[src/rtl/dwt_level_sched_pkg.sv]
// Shared types and defaults for the DWT level scheduler.
// The optional watchdog is enabled with the DWT_SCHED_TIMEOUT_EN macro.
package dwt_sched_pkg;

    typedef enum logic [2:0] {
        IDLE,
        CHECK,
        LAUNCH,
        WAIT,
        GAP,
        FIN
    } state_e;

    localparam logic SRC_BUF = 1'b0;
    localparam logic SRC_LL  = 1'b1;

    localparam int DEF_W_WIDTH    = 8;
    localparam int DEF_MAX_LEVELS = 5;
    localparam int DEF_W_LVL      = 3;

endpackage

[src/rtl/dwt_level_sched_if.sv]
// Tile-controller and lifting-core signals of the DWT level scheduler.
// The master modport is the scheduler's view; the slave modport is its environment's view.
interface dwt_level_sched_if
    import dwt_sched_pkg::*;
#(
    parameter int W_WIDTH = DEF_W_WIDTH,
    parameter int W_LVL   = DEF_W_LVL
);

    logic               start;
    logic [W_WIDTH-1:0] width;
    logic [W_LVL-1:0]   ndecomp;
    logic               core_ready;
    logic               core_go;
    logic [W_WIDTH-1:0] core_width;
    logic [W_LVL-1:0]   core_level;
    logic               src_sel;
    logic               busy;
    logic               done;
    logic               err;
    logic               timeout;

    modport master (
        input  start, width, ndecomp, core_ready,
        output core_go, core_width, core_level, src_sel, busy, done, err, timeout
    );

    modport slave (
        output start, width, ndecomp, core_ready,
        input  core_go, core_width, core_level, src_sel, busy, done, err, timeout
    );

endinterface

[src/rtl/dwt_level_sched_wdog.sv]
// Per-level watchdog for the DWT scheduler: counts WAIT cycles until core_ready.
// Instantiated only when DWT_SCHED_TIMEOUT_EN is defined.
module dwt_sched_wdog #(
    parameter int LIMIT = 4096
) (
    input  logic clk,
    input  logic rstn,
    input  logic active,
    input  logic ready,
    output logic expired
);

    localparam int CW = $clog2(LIMIT) + 1;

    logic [CW-1:0] cnt_q, cnt_d;

    // The count is 0 in the core_go cycle, so expiry lands LIMIT cycles after go.
    always_comb begin
        cnt_d   = (active && !ready) ? cnt_q + 1'b1 : '0;
        expired = active && !ready && (cnt_q == CW'(LIMIT - 1));
    end

    always_ff @(posedge clk) begin
        if (rstn) begin
            cnt_q <= '0;
        end else begin
            cnt_q <= cnt_d;
        end
    end

endmodule

[src/rtl/dwt_level_sched.sv]
// Sequences the 5/3 lifting core across the decomposition levels of one tile.
// Define DWT_SCHED_TIMEOUT_EN to add the per-level watchdog and the sticky timeout flag.
module dwt_level_sched
    import dwt_sched_pkg::*;
#(
    parameter int W_WIDTH    = DEF_W_WIDTH,
    parameter int MAX_LEVELS = DEF_MAX_LEVELS,
    parameter int W_LVL      = DEF_W_LVL
`ifdef DWT_SCHED_TIMEOUT_EN
    ,
    parameter int TIMEOUT_CYCLES = 4096
`endif
) (
    input  logic              clk,
    input  logic              rstn,
    dwt_level_sched_if.master sched
);

    state_e             state_q, state_d;
    logic [W_WIDTH-1:0] width_q, width_d;
    logic [W_LVL-1:0]   ndecomp_q, ndecomp_d;
    logic [W_LVL-1:0]   level_q, level_d;
    logic [W_WIDTH-1:0] core_width_q, core_width_d;
    logic               src_sel_q, src_sel_d;
    logic               core_go_q, core_go_d;
    logic               busy_q, busy_d;
    logic               done_q, done_d;
    logic               err_q, err_d;

    logic [W_LVL-1:0]   level_next;
    logic               more_levels;
    logic               wdog_expired;

    // Every level width (w >> l, l < nd) must be even and at least 2.
    function automatic logic cfg_ok(input logic [W_WIDTH-1:0] w, input logic [W_LVL-1:0] nd);
        logic               ok;
        logic [W_WIDTH-1:0] lw;
        ok = (nd != '0) && (int'(nd) <= MAX_LEVELS);
        for (int l = 0; l < MAX_LEVELS; l++) begin
            lw = w >> l;
            if ((l < int'(nd)) && (lw[0] || (lw < W_WIDTH'(2)))) begin
                ok = 1'b0;
            end
        end
        return ok;
    endfunction

    assign level_next  = (level_q == W_LVL'(MAX_LEVELS - 1)) ? level_q : level_q + 1'b1;
    assign more_levels = ({1'b0, level_q} + 1'b1) < {1'b0, ndecomp_q};

    // NOTE: every _d gets its default first, so no path through the case infers a latch.
    always_comb begin
        state_d      = state_q;
        width_d      = width_q;
        ndecomp_d    = ndecomp_q;
        level_d      = level_q;
        core_width_d = core_width_q;
        src_sel_d    = src_sel_q;
        busy_d       = busy_q;
        core_go_d    = 1'b0;
        done_d       = 1'b0;
        err_d        = 1'b0;

        unique case (state_q)
            IDLE: begin
                if (sched.start) begin
                    width_d   = sched.width;
                    ndecomp_d = sched.ndecomp;
                    busy_d    = cfg_ok(sched.width, sched.ndecomp);
                    state_d   = CHECK;
                end
            end
            // busy_q already carries the verdict, so a rejected start never shows busy.
            CHECK: begin
                if (busy_q) begin
                    level_d      = '0;
                    core_width_d = width_q;
                    src_sel_d    = SRC_BUF;
                    state_d      = LAUNCH;
                end else begin
                    err_d   = 1'b1;
                    state_d = IDLE;
                end
            end
            LAUNCH: begin
                core_go_d = 1'b1;
                state_d   = WAIT;
            end
            WAIT: begin
                if (sched.core_ready) begin
                    if (more_levels) begin
                        state_d = GAP;
                    end else begin
                        done_d  = 1'b1;
                        busy_d  = 1'b0;
                        state_d = FIN;
                    end
                end else if (wdog_expired) begin
                    state_d = FIN;
                end
            end
            // Buffer turnaround; the next level's go is issued straight from here.
            GAP: begin
                level_d      = level_next;
                core_width_d = width_q >> level_next;
                src_sel_d    = SRC_LL;
                core_go_d    = 1'b1;
                state_d      = WAIT;
            end
            FIN: begin
                busy_d  = 1'b0;
                state_d = IDLE;
            end
            default: state_d = IDLE;
        endcase
    end

    // NOTE: registers take <= only; a blocking write here would race with readers of the _q values.
    always_ff @(posedge clk) begin
        if (rstn) begin
            state_q      <= IDLE;
            width_q      <= '0;
            ndecomp_q    <= '0;
            level_q      <= '0;
            core_width_q <= '0;
            src_sel_q    <= SRC_BUF;
            core_go_q    <= 1'b0;
            busy_q       <= 1'b0;
            done_q       <= 1'b0;
            err_q        <= 1'b0;
        end else begin
            state_q      <= state_d;
            width_q      <= width_d;
            ndecomp_q    <= ndecomp_d;
            level_q      <= level_d;
            core_width_q <= core_width_d;
            src_sel_q    <= src_sel_d;
            core_go_q    <= core_go_d;
            busy_q       <= busy_d;
            done_q       <= done_d;
            err_q        <= err_d;
        end
    end

`ifdef DWT_SCHED_TIMEOUT_EN
    logic timeout_q, timeout_d;

    dwt_sched_wdog #(
        .LIMIT (TIMEOUT_CYCLES)
    ) u_wdog (
        .clk     (clk),
        .rstn    (rstn),
        .active  (state_q == WAIT),
        .ready   (sched.core_ready),
        .expired (wdog_expired)
    );

    always_comb begin
        timeout_d = timeout_q;
        if ((state_q == IDLE) && sched.start) begin
            timeout_d = 1'b0;
        end else if (wdog_expired) begin
            timeout_d = 1'b1;
        end
    end

    always_ff @(posedge clk) begin
        if (rstn) begin
            timeout_q <= 1'b0;
        end else begin
            timeout_q <= timeout_d;
        end
    end

    assign sched.timeout = timeout_q;
`else
    assign wdog_expired  = 1'b0;
    assign sched.timeout = 1'b0;
`endif

    assign sched.core_go    = core_go_q;
    assign sched.core_width = core_width_q;
    assign sched.core_level = level_q;
    assign sched.src_sel    = src_sel_q;
    assign sched.busy       = busy_q;
    assign sched.done       = done_q;
    assign sched.err        = err_q;

endmodule

[src/flat_wrapper.sv]
// flat-port wrapper written by rule: the top's interface ports become plain ports
module dwt_level_sched_flat import dwt_sched_pkg::*;
#(
    parameter int W_WIDTH    = DEF_W_WIDTH,
    parameter int MAX_LEVELS = DEF_MAX_LEVELS,
    parameter int W_LVL      = DEF_W_LVL

)
  (clk, rstn, sched_start, sched_width, sched_ndecomp, sched_core_ready, sched_core_go, sched_core_width, sched_core_level, sched_src_sel, sched_busy, sched_done, sched_err, sched_timeout);
  dwt_level_sched_if #(.W_WIDTH(W_WIDTH), .W_LVL(W_LVL)) sched_i ();
  input  logic clk;
  input  logic rstn;
  input wire logic [$bits(sched_i.start)-1:0] sched_start;
  input wire logic [$bits(sched_i.width)-1:0] sched_width;
  input wire logic [$bits(sched_i.ndecomp)-1:0] sched_ndecomp;
  input wire logic [$bits(sched_i.core_ready)-1:0] sched_core_ready;
  output wire logic [$bits(sched_i.core_go)-1:0] sched_core_go;
  output wire logic [$bits(sched_i.core_width)-1:0] sched_core_width;
  output wire logic [$bits(sched_i.core_level)-1:0] sched_core_level;
  output wire logic [$bits(sched_i.src_sel)-1:0] sched_src_sel;
  output wire logic [$bits(sched_i.busy)-1:0] sched_busy;
  output wire logic [$bits(sched_i.done)-1:0] sched_done;
  output wire logic [$bits(sched_i.err)-1:0] sched_err;
  output wire logic [$bits(sched_i.timeout)-1:0] sched_timeout;
  assign sched_i.start = sched_start;
  assign sched_i.width = sched_width;
  assign sched_i.ndecomp = sched_ndecomp;
  assign sched_i.core_ready = sched_core_ready;
  assign sched_core_go = sched_i.core_go;
  assign sched_core_width = sched_i.core_width;
  assign sched_core_level = sched_i.core_level;
  assign sched_src_sel = sched_i.src_sel;
  assign sched_busy = sched_i.busy;
  assign sched_done = sched_i.done;
  assign sched_err = sched_i.err;
  assign sched_timeout = sched_i.timeout;
  dwt_level_sched #(.W_WIDTH(W_WIDTH), .MAX_LEVELS(MAX_LEVELS), .W_LVL(W_LVL)) u_core (.clk(clk), .rstn(rstn), .sched(sched_i));
endmodule
[config.mk]
export PLATFORM = sky130hd
export DESIGN_NAME = dwt_level_sched_flat
export DESIGN_NICKNAME = d
export VERILOG_FILES = /design/src/rtl/dwt_level_sched_pkg.sv /design/src/rtl/dwt_level_sched_if.sv /design/src/rtl/dwt_level_sched_wdog.sv /design/src/rtl/dwt_level_sched.sv /design/src/flat_wrapper.sv
export SDC_FILE = /design/constraint.sdc
export NUM_CORES = 1
export LEC_CHECK = 0
export BUFFER_PORTS_ARGS = -buffer_cell sky130_fd_sc_hd__buf_2
export CAP_MARGIN = 20
export CORE_MARGIN = 2
export CORE_UTILIZATION = 38
export CTS_BUF_LIST = sky130_fd_sc_hd__clkbuf_4 sky130_fd_sc_hd__clkbuf_8
export DETAILED_ROUTE_END_ITERATION = 6
export HOLD_SLACK_MARGIN = 0.08
export PLACE_DENSITY_LB_ADDON = 0.25
export SYNTH_ARGS = -nofsm -noshare
export SYNTH_HDL_FRONTEND = slang
export SYNTH_HIERARCHICAL = 1
export SYNTH_SLANG_ARGS = --single-unit
[constraint.sdc]
create_clock -name clk -period 2.72 [get_ports clk]
set_input_delay 0 -clock clk [delete_from_list [all_inputs] [get_ports clk]]
set_output_delay 0 -clock clk [all_outputs]
set_load 0.02 [all_outputs]
Word level (Yosys, flattened, before mapping)
Cells that the tools add are included.

Add/sub/neg operators: 2. Multipliers: 0. Divide/modulo/power cells: 0. Magnitude comparators: 12. Equal/unequal tests: 10. Shift operators: 1. Mux-type cells: 24. Bitwise logic cells: 3. Reduce and logical (&&, ||, !) cells: 22.

Operators by type and width (number): case mux 8 bit (2 select lines) (1); two-way mux 1 bit (13); two-way mux 3 bit (4); case mux 3 bit (4 select lines) (1); == test 3 bit, second input constant (3); < comparator 8 x 2 -> 1 bit, second input constant (1); two-way mux 8 bit (1); >> shifter 8 x 3 -> 8 bit (1); < comparator 7 x 2 -> 1 bit, second input constant (1); == test 3 x 2 -> 1 bit, second input constant (2); logical AND 1 bit (6); < comparator 1 x 3 -> 1 bit, first input constant (2); < comparator 2 x 3 -> 1 bit, first input constant (2); < comparator 6 x 2 -> 1 bit, second input constant (1); != test 2 bit, second input constant (3); case mux 3 bit (2 select lines) (1); AND reduction 2 bit (3); nonzero test 3 bit (2); logical OR 1 bit (5); < comparator 5 x 2 -> 1 bit, second input constant (1); adder 3 x 1 -> 4 bit, second input constant (1); < comparator 4 x 2 -> 1 bit, second input constant (1); < comparator 4 x 3 -> 1 bit (1); AND reduction 4 bit (1); 13 further kinds (16).

Flip-flop bits (word level): 30. Bits in latches: 0. RAM bits: 0. ROM bits: 0. Input bits: 15. Output and inout bits: 17. Logic and storage cells: 84. Memories: 0.

Longest topological paths before layout
Gate-level depths: netlist of run 1.

Depth in word-level cells: 10. Mapped depth: 8. Gate-level depth less buffers: 8.

Worst setup path after synthesis of run 1
OpenSTA, ideal clock, no wires.

Path kind: register to register. Start: reg u_core.level_q[0], in the netlist u_core/sched.core_level[0]. End: reg u_core.core_width_q[0], in the netlist u_core/sched.core_width[0]. Library setup time: 0.132 ns. Arrival: 2.167 ns. Data required time: 2.588 ns. Setup slack: 0.421 ns. Cell stages (with the launch flop): 8. Buffers on the path: 0. Clock period less this slack: 2.299 ns. Cell sequence: dfxtp_1 -> inv_1 -> ha_1 -> and3b_2 -> nor2_4 -> mux4_2 -> a221oi_1 -> a21oi_1.

Cells in the longest elaborated chain, start to end: 4. Elaborated cells on any way between the ends: 5. Those cells by class: add/sub: 1; eq/ne: 1; shift: 1; mux: 2.

RTL lines: from (decl) (RTL line dwt_level_sched.sv:22) `logic [W_LVL-1:0] level_q, level_d;`; from (signal assigned) (RTL line dwt_level_sched.sv:135) `level_q <= level_d;`; adder 3 x 1 -> 3 bit or == test 3 bit (tied branches) (RTL line dwt_level_sched.sv:48) `assign level_next = (level_q == W_LVL'(MAX_LEVELS - 1)) ? level_q : level_q + 1'b1;`; two-way mux 3 bit (*) (RTL line dwt_level_sched.sv:48); >> shifter 8 x 3 -> 8 bit (*) (RTL line dwt_level_sched.sv:105) `core_width_d = width_q >> level_next;`; case mux 8 bit (2 select lines) (*) (RTL line dwt_level_sched.sv:64) `unique case (state_q)`; to (signal assigned) (RTL line dwt_level_sched.sv:136) `core_width_q <= core_width_d;`; to (decl) (RTL line dwt_level_sched.sv:23) `logic [W_WIDTH-1:0] core_width_q, core_width_d;`.

Mark *: on every way between the ends. The rest lies on a longest branch, timed or not. A chain may end at the register's enable or synchronous reset.

Worst setup path after layout of run 1
Start: reg u_core.level_q[0], in the netlist u_core/sched.core_level[0]. End: reg u_core.core_width_q[4], in the netlist u_core/sched.core_width[4].

Same word-level chain as after synthesis.

==> flow_metrics.py, run 1 <==
metrics = {
    "status": {
        "status": "completed",
    },
    "drt": {
        "drc": 0,
        "routed.top_layer": "met4",
        "met1_length_microns": 1900,
        "routed-wl-met2_microns": 1910,
        "dr.pass1.iters": 4,
        "wl_met3_microns": 230,
        "viasPerCell": 5.49,
        "num_vias": 1602,
        "ant_nets": 0,
        "wl_microns": 4100,
        "drt_iter0_markers": 116,
        "routedWlPerCell_microns": 14.0,
    },
    "logic_synthesis": {
        "yosysUniqueCellTypes": 50,
        "synth_edf_count": 0,
        "synth_ff_type": "dfxtp_1",
        "syn_area_sq_um": 1650,
        "synth_seq_area_share": 0.365,
        "synth_seq_cells": 30,
        "async_flop_share": 0,
        "synth_cells": 200,
        "syn_avg_cell_area_sq_um": 8.23,
        "synth_nets": 219,
        "yosys_warnings": 6,
    },
    "power": {
        "cellPowerDensity_nw_per_um2": 473,
        "p_leak_nw": 0.836,
        "power_w": 0.000971,
        "ir_drop_v": 0.000252,
    },
    "worst_setup_path": {
        "crit_slowest_cell": "mux4_2",
        "cp_num_buf_inv": 1,
        "path_cells": "inv_1 -> ha_1 -> and3b_2 -> nor2_4 -> mux4_2 -> a221oi_1 -> nor3_1",
        "required_ns": 2.86,
        "end_kind": "flip-flop",
        "path_delay_family": "simple AND/OR/NAND/NOR gates",
        "worstPathMaxFanout": 10,
        "crit_path_start_kind": "flip-flop",
        "worst_ep_arrival_time_ns": 2.56,
        "max_stage_delay_ns": 0.57,
        "crit_type": "reg -> reg",
    },
    "worst_hold_path": {
        "hold_class": "in -> reg",
    },
    "timing": {
        "hold_viol": 0,
        "fin_crit_ns": 2.42,
        "fin_tns_setup_ns": 0,
        "setup_slack_ns": 0.303,
        "relSlewSlack": 0.586,
        "rsz0062_at_grt": "no",
        "skew_ns": 0.0119,
        "final_max_slew_viol_count": 0,
        "max_freq_ghz": 0.414,
        "finalCritPeriodShare": 0.889,
        "tightest_slew_ns": 0.621,
        "setup_viol": 0,
    },
    "final_layout": {
        "syn2layout_area_growth_pct": 24.6,
        "utilization": 0.502,
        "final_nets": 260,
        "fillCellCount": 415,
        "drive_gt1_frac": 0.215,
        "antenna_cells": 0,
    },
    "floorplan": {
        "die_height_microns": 69.8,
        "dieArea_sq_um": 4880,
        "coreArea_sq_um": 4090,
        "io-pin-count": 32,
        "rows": 23,
        "die_w_microns": 69.8,
        "start_util": 0.403,
    },
    "clock_network": {
        "clkLatencyLatePin_ns": 0.29,
        "clockRootBuffer": "clkbuf_8",
        "ctsResizeCount": 0,
        "post-cts-setup-buffers": 0,
        "cts_tree": "done",
        "cts_made_buffers": 5,
        "cts_sinks": 30,
        "ctsHtreeMaxLevel": 2,
        "cts_buffer_depth": 2,
        "clk_pin_slew_ns": 0.07,
    },
    "grt": {
        "grt_pass1_wl_microns": 6920,
        "overflow": 0,
        "antenna_found_initial": 0,
        "grt_usage": 0.179,
        "grt_max_degree": 30,
        "grt_pass1_vias": 1442,
    },
    "job": {
        "cap_violations": 0,
    },
    "place": {
        "numPortBuffers": 30,
        "routabilityCongestion": 0.855,
        "dp_slack_ns": 0.350,
        "dpl.hpwl_microns": 2860,
    },
}
## layout make-up
class	count	area [sq um]	area share
Clock buffer	6	82.6	0.0402
Clock inverter	2	12.5	0.00610
Inverter	8	30.0	0.0146
Multi-Input combinational cell	151	971	0.473
Sequential cell	30	601	0.293
Tap cell	50	62.6	0.0305
Timing Repair Buffer	45	293	0.143
## where the power goes
part	switching [W]	total [W]	internal, W
Sequential	0.0000202	0.000476	0.000455
Clock	0.000181	0.000384	0.000203
Combinational	0.0000592	0.000112	0.0000524
## worst reg2reg max path, stage by stage (launching register included)
cell and delay (ns):
dfxtp_1 0.45, inv_1 0.07, ha_1 0.23, and3b_2 0.25
nor2_4 0.26, mux4_2 0.57, a221oi_1 0.34, nor3_1 0.09
## sequential cells by signal (all words and copies together) (netlist names)
register / flops
u_core/ndecomp_q: 3
u_core/width_q: 8
u_core/state_q: 3
u_core/sched.busy: 1
u_core/sched.err: 1
u_core/sched.core_level: 3
u_core/sched.core_go: 1
u_core/sched.core_width: 8
u_core/sched.src_sel: 1
u_core/sched.done: 1
## layer usage
metal,track usage,vias up
met3,0.0523,6
met2,0.272,35
li1,-,807
met1,0.240,754
met4,0.0641,0
met5,0,-
## Yosys cell counts, drive strengths merged, types with 3 or more instances
master  instances  area share
nand2          36       0.082
dfxtp          30        0.36
a21oi          22       0.069
nor2           15       0.039
clkbuf          9       0.021
inv             8       0.018
nor3            6       0.018
o21ai           6       0.018
a211oi          5       0.023
mux4            5       0.068
ha              4       0.030
a221oi          3       0.016
a22oi           3       0.014
o211ai          3       0.014
## what timing repair did
action | 4_1_cts | 5_1_grt
hold endpoints to repair | 14 | 0
setup endpoints to repair | 0 | 0
hold buffers | 12 | 0
## cells in the final DEF, fill, tap and decap left out, types with 2 or more instances in the layout
cell type      netlist  layout
a211oi_1             5       5
a21o_1               2       2
a21oi_1             21      21
a221oi_1             3       3
a22oi_1              3       3
and2_1               2       2
buf_2                0      30
buf_4                1       3
clkbuf_8             0       6
dfxtp_1             30      30
dlygate4sd3_1        0      12
ha_1                 4       4
inv_1                8       8
mux2i_1              2       2
mux4_2               5       5
nand2_1             36      36
nand2b_1             2       2
nand3_1              2       2
nand3b_1             2       2
nor2_1              14      14
nor2b_1              2       2
nor3_1               6       6
nor3b_1              2       2
nor4_1               2       2
o211ai_1             3       3
o21a_1               2       2
o21ai_0              6       6
o22ai_1              2       2
## path summary, 6_finish.rpt
| kind | from | end | slack, ns | depth (start not counted) |
|---|---|---|---|---|
| max | u_core/sched.core_level[0] | u_core/sched.core_width[4] | 0.30 | 7 |
| max reg2reg | u_core/sched.core_level[0] | u_core/sched.core_width[4] | 0.30 | 7 |
| min | sched_start | u_core/state_q[0] | 0.10 | 4 |
| min reg2reg | u_core/sched.core_width[7] | u_core/sched.core_width[7] | 0.46 | 2 |
## metrics by stage
stage / instance area [sq um] / instances / hold WS [ns]
global placement: 1840 / 272 / 0.235
finish: 2050 / 292 / 0.100
detailed placement: 1840 / 272 / 0.235
CTS: 2050 / 292 / 0.0904
global route: 2050 / 292 / 0.106
floorplan: 1650 / 200 / 0.115
## cell families after synthesis
kind of cell,Yosys count,share of synthesized area
AOI/OAI and AO/OA,57,0.226
and+or+nand+nor,79,0.233
buffers and inverters,19,0.0456
adders and majority gates,4,0.0304
other,1,0.00228
muxes,8,0.0874
DFF,30,0.365
xor gates and xnor gates,2,0.0106
Note: power is estimated with default switching activity, not from simulation.
==> run 2, diff against run 1 <==
- ABC_AREA: default -> 1
- clock period: 2.72 -> 2.6 ns (I/O delays scaled with it)
==> run 2 against run 1 <==
Effect of this change: sequential power grew 6.3%; synthesized cell count increased by 23%; critical path depth rose by 3; utilization decreased by 0.70 points; flip-flop and latch count unchanged; first-iteration DRC count down 15%; clock power increased by 5.7%; register-to-register slack better by 0.28 ns; sequential share of layout area is 0.42 points higher; count of clock-buffer cells in the layout increased by 1; routed wire length is 2.4% higher; critical endpoint is now u_core/state_q[0].
==> flow_metrics.py, run 2 <==
metrics = {
    "status": {
        "status": "completed",
    },
    "final_layout": {
        "drive_gt1_frac": 0.174,
        "final_nets": 306,
        "antenna_cells": 0,
        "register_area_sq_um": 601,
        "fillCellCount": 431,
        "final_cell_mix": "61 x nand2_1, 44 x nand3_1, 30 x buf_2, 30 x dfxtp_1, 26 x a21oi_1",
        "multi_input_area_sq_um": 886,
        "final_common_cell": "nand2_1",
        "syn2layout_area_growth_pct": 23.6,
    },
    "worst_setup_path": {
        "max_stage_delay_ns": 0.48,
        "crit_path_start_kind": "flip-flop",
        "cpMostUsedCell": "nand2_1",
        "path_cells": "inv_1 -> ha_1 -> ha_1 -> a21o_1 -> nand2_1 -> nand3_1 -> nand2_1 -> nand2_1 -> nand2_1 -> a21oi_1",
        "end_kind": "flip-flop",
        "required_ns": 2.76,
        "crit_slowest_cell": "ha_1",
        "worstPathMaxFanout": 9,
        "worst_ep_arrival_time_ns": 2.18,
        "crit_type": "reg -> reg",
    },
    "clock_network": {
        "cts_tree": "done",
        "cts_buffer_depth": 2,
        "holdBufCountCts": 12,
        "cts_made_buffers": 5,
        "clk_pin_slew_ns": 0.07,
        "cts_sinks": 30,
        "ctsHtreeMaxLevel": 2,
        "ctsResizeCount": 0,
        "clkLatencyLatePin_ns": 0.29,
        "post-cts-setup-buffers": 0,
        "clockRootBuffer": "clkbuf_8",
    },
    "logic_synthesis": {
        "syn_avg_cell_area_sq_um": 6.65,
        "synth_seq_area_share": 0.367,
        "yosysMostFrequentCell": "nand2_1",
        "synth_top_family_by_area": "simple AND/OR/NAND/NOR gates",
        "synth_compound_area_frac": 0.142,
        "synth_seq_cells": 30,
        "synth.area.top_cells": "dfxtp_1 37%, nand2_1 14%, nand3_1 13%",
        "synth_top_area_share": 0.367,
        "async_flop_share": 0,
        "synth-xor-area-share": 0,
        "synth_cells": 246,
        "yosys_warnings": 6,
        "synth_ff_type": "dfxtp_1",
        "synthSimpleGateAreaFrac": 0.366,
        "synthMuxAreaShare": 0,
        "yosysTopAreaCell": "dfxtp_1",
        "syn_area_sq_um": 1640,
        "synth_edf_count": 0,
        "yosysUniqueCellTypes": 27,
        "synthTopCellsByCount": "61 x nand2_1, 44 x nand3_1, 30 x dfxtp_1, 26 x a21oi_1, 25 x inv_1",
        "synth_adder_area_share": 0.0306,
        "synth_nets": 265,
    },
    "floorplan": {
        "coreArea_sq_um": 4090,
        "rows": 23,
        "dieArea_sq_um": 4850,
        "io-pin-count": 32,
        "start_util": 0.400,
        "die_w_microns": 69.6,
        "die_height_microns": 69.6,
    },
    "grt": {
        "grt_pass1_wl_microns": 7420,
        "overflow": 0,
        "antenna_found_initial": 0,
        "grt_pass1_vias": 1616,
        "grt_max_degree": 21,
        "grt_usage": 0.188,
    },
    "job": {
        "cap_violations": 0,
    },
    "timing": {
        "max_freq_ghz": 0.495,
        "fin_crit_ns": 2.02,
        "timing.hold.ws_ns": 0.0915,
        "fin_tns_setup_ns": 0,
        "hold_viol": 0,
        "finalCritPeriodShare": 0.776,
        "setup_viol": 0,
        "skew_ns": 0.00861,
        "rsz0062_at_grt": "no",
        "final_max_slew_viol_count": 0,
    },
    "drt": {
        "drc": 0,
        "ant_nets": 0,
        "dr.pass1.iters": 4,
        "num_vias": 1704,
        "viasPerCell": 5.04,
        "wl_microns": 4200,
        "drt_iter0_markers": 99,
        "routedWlPerCell_microns": 12.4,
    },
    "place": {
        "numPortBuffers": 30,
        "dpl.hpwl_microns": 3040,
        "routabilityCongestion": 0.873,
    },
    "worst_hold_path": {
        "hold_class": "in -> reg",
    },
    "power": {
        "cellPowerDensity_nw_per_um2": 536,
        "p_leak_nw": 0.952,
        "ir_drop_v": 0.000316,
    },
}
-- run 2: changes by cell type after synthesis, sizes merged, moves of 3 or more --
cell    delta
mux4       -5
clkbuf     -7
a22oi      -3
a221oi     -3
nand2     +28
a21oi      +4
o21ai     +10
buf        +4
nand3     +43
a211oi     -5
inv       +20
-- run 2: worst paths after layout --
check | slack [ns] | depth (start not counted) | from | endpoint
max | 0.58 | 10 | u_core/sched.core_level[0] | u_core/state_q[0]
min | 0.09 | 3 | sched_start | u_core/width_q[2]
max reg2reg | 0.58 | 10 | u_core/sched.core_level[0] | u_core/state_q[0]
min reg2reg | 0.45 | 1 | u_core/sched.busy | u_core/sched.err
-- run 2: layer usage --
metal,track usage,wire length (microns),up-vias
li1,-,-,891
met2,0.295,1840,34
met5,0,0,-
met4,0.0620,42,0
met1,0.252,2140,775
met3,0.0509,182,4
-- run 2: stage by stage --
| stage | instance area, sq um | cells | power [W] | util | setup WS, ns |
|---|---|---|---|---|---|
| 3_3_place_gp | 1810 | 318 | 0.000672 | 0.442 | 0.700 |
| 2_1_floorplan | 1640 | 246 | 0.000627 | - | 0.769 |
| 5_1_grt | 2020 | 338 | 0.00114 | 0.495 | 0.406 |
| 6_report | 2020 | 338 | 0.00108 | 0.495 | 0.582 |
| 3_5_place_dp | 1810 | 318 | 0.000674 | 0.442 | 0.615 |
| 4_1_cts | 2020 | 338 | 0.00109 | 0.495 | 0.606 |
-- run 2: logic make-up after synthesis --
| kind of cell | Yosys count |
|---|---|
| other | 1 |
| AND/OR/NAND/NOR | 129 |
| flip-flops | 30 |
| AO/OA/AOI/OAI | 45 |
| buffers and inverters | 37 |
| adder cells (fa/ha/maj) | 4 |
-- run 2: area by class of cell --
| type | instances | share of cell area |
|---|---|---|
| multi-input cells | 179 | 0.438 |
| flip-flops and latches | 30 | 0.297 |
| repair buffers | 42 | 0.134 |
| inverters | 29 | 0.0538 |
| clock buffers | 7 | 0.0445 |
| well taps | 50 | 0.0309 |
| clock inverters | 1 | 0.00247 |
-- run 2: where the power goes --
part,switching (W),internal (W)
registers,0.0000195,0.000486
clock network,0.000182,0.000224
logic,0.000108,0.0000657
-- run 2: worst max-delay path: cells and delay by family, from the launching register on --
family,cells,cell delay [ns]
simple gates,5,0.32
compound gates,2,0.22
fa+ha+maj,2,0.77
buf+inv,1,0.11
flops,1,0.45
==> run 3, diff against run 2 <==
- ABC_AREA: 1 -> 0
- clock period: 2.6 -> 1.8 ns (I/O delays scaled with it)
==> run 3 against run 2 <==
Effect of this change: the flow now finishes with violations (negative setup slack); via count is 2.2% lower; cell count fell by 6.5%; routed wire length decreased by 0.36%; flip-flop and latch count unchanged; critical endpoint is now u_core/sched.core_width[4]; largest power group unchanged.
==> flow_metrics.py, run 3 (synthesis gave the netlist of run 1 again) <==
metrics = {
    "worst_setup_path": {
        "crit_slowest_cell": "mux4_2",
        "cp.depth": 7,
        "critPathLaunch": "u_core/sched.core_level[1]",
        "crit-reg2reg-launch": "u_core/sched.core_level[1]",
        "path_cells": "inv_2 -> ha_4 -> and3b_2 -> nor2_4 -> mux4_2 -> a221oi_2 -> nor3_1",
        "crit_path_start_kind": "flip-flop",
        "end_kind": "flip-flop",
        "r2r_slack_ns": -0.16,
        "path_delay_family": "multiplexers",
        "required_ns": 1.95,
        "worstPathMaxFanout": 6,
        "cp_num_buf_inv": 1,
        "max_stage_delay_ns": 0.55,
        "worst_ep_arrival_time_ns": 2.12,
        "crit_type": "reg -> reg",
        "worst-r2r-cell-count": 7,
    },
    "clock_network": {
        "clockRootBuffer": "clkbuf_8",
        "ctsHtreeMaxLevel": 2,
        "cts_made_buffers": 5,
        "cts_tree": "done",
        "clkLatencyLatePin_ns": 0.28,
        "clk_pin_slew_ns": 0.06,
        "cts_sinks": 30,
        "cts_buffer_depth": 2,
    },
    "timing": {
        "fin_crit_ns": 1.96,
        "skew_ns": 0.00380,
        "setup_viol": 6,
        "rsz0062_at_grt": "yes",
        "hold_viol": 0,
        "final_max_slew_viol_count": 0,
        "max_freq_ghz": 0.509,
        "finalCritPeriodShare": 1.09,
        "setup_slack_ns": -0.165,
    },
    "drt": {
        "dr.pass1.iters": 5,
        "drt_iter0_markers": 163,
        "routedWlPerCell_microns": 13.2,
        "routed.top_layer": "met4",
        "viasPerCell": 5.28,
        "routed-wl-met2_microns": 1970,
        "met1_length_microns": 1890,
        "ant_nets": 0,
        "wl_microns": 4180,
        "num_vias": 1667,
        "drc": 0,
        "wl_met3_microns": 248,
    },
    "power": {
        "cellPowerDensity_nw_per_um2": 640,
        "ir_drop_v": 0.000442,
        "p_leak_nw": 0.976,
    },
    "grt": {
        "grt_pass1_wl_microns": 7510,
        "grt_usage": 0.189,
        "overflow": 0,
        "grt_pass1_vias": 1650,
        "grt_max_degree": 20,
        "antenna_found_initial": 0,
    },
    "worst_hold_path": {
        "hold_path_depth": 2,
        "hold_class": "in -> reg",
        "min_from": "rstn",
    },
    "floorplan": {
        "dieArea_sq_um": 4880,
        "coreArea_sq_um": 4090,
        "rows": 23,
        "io-pin-count": 32,
        "die_w_microns": 69.8,
        "die_height_microns": 69.8,
        "start_util": 0.403,
    },
    "final_layout": {
        "syn2layout_area_growth_pct": 40.4,
        "final_nets": 284,
        "final_common_cell": "nand2_1",
        "antenna_cells": 0,
        "finalNonFillerCells": 316,
        "drive_gt1_frac": 0.335,
        "final_cell_mix": "35 x nand2_1, 30 x buf_2, 28 x dfxtp_1",
    },
    "place": {
        "dpl.hpwl_microns": 3060,
        "numPortBuffers": 30,
        "routabilityCongestion": 0.832,
        "place_inst": 290,
        "dp_slack_ns": -0.193,
    },
    "job": {
        "cap_violations": 0,
    },
    "status": {
        "violations": "negative setup slack",
        "status": "finished, violations left",
    },
}
[run 3: path summary, 6_finish.rpt]
kind	end
worst min register to register	u_core/ndecomp_q[2]
worst min-delay path	u_core/state_q[1]
worst max-delay path	u_core/sched.core_width[4]
worst max register to register	u_core/sched.core_width[4]
[run 3: per-stage QoR]
stage	TNS [ns]	hold slack, ns	util	area, sq um	power, W
floorplan	-0.828	0.115	-	1680	0.000829
global placement	-0.560	0.238	0.492	2010	0.000896
detailed placement	-0.718	0.243	0.492	2010	0.000897
CTS	-0.506	0.0960	0.551	2250	0.00149
global route	-1.34	0.155	0.566	2310	0.00156
finish	-0.748	0.102	0.566	2310	0.00148
[run 3: timing repair]
action / CTS / global route
hold endpoints to repair: 14 / 0
endpoints found under the setup margin: 7 / 9
resized for setup: 4 / 8
pin swaps: 3 / 5
buffers inserted: 2 / 5
hold buffers: 12 / 0
[run 3: cell type report]
cell class,count,area (sq um)
multi-input cells,151,1040
flip-flops and latches,30,608
well taps,50,62.6
repair buffers,69,480
fillers,385,1770
inverters,8,30.0
clock buffers,8,91.3
[run 3: where the power goes]
part / internal, W / switching (W)
sequential: 0.000686 / 0.0000262
combinational: 0.000101 / 0.000104
clock: 0.000319 / 0.000243
total: 0.00111 / 0.000373
[run 3: worst register-to-register path: cells and delay by family (launching register included)]
kind / cells / cell delay [ns]
multiplexers: 1 / 0.55
flip-flops: 1 / 0.34
adder cells (fa/ha/maj): 1 / 0.15
AO/OA/AOI/OAI: 1 / 0.26
AND/OR/NAND/NOR: 3 / 0.51
buffers and inverters: 1 / 0.04
[run 3: metal layers]
metal	global-route usage	up-vias
li1	-	847
met1	0.252	763
met2	0.301	49
met3	0.0465	8
met4	0.0620	0
met5	0	-
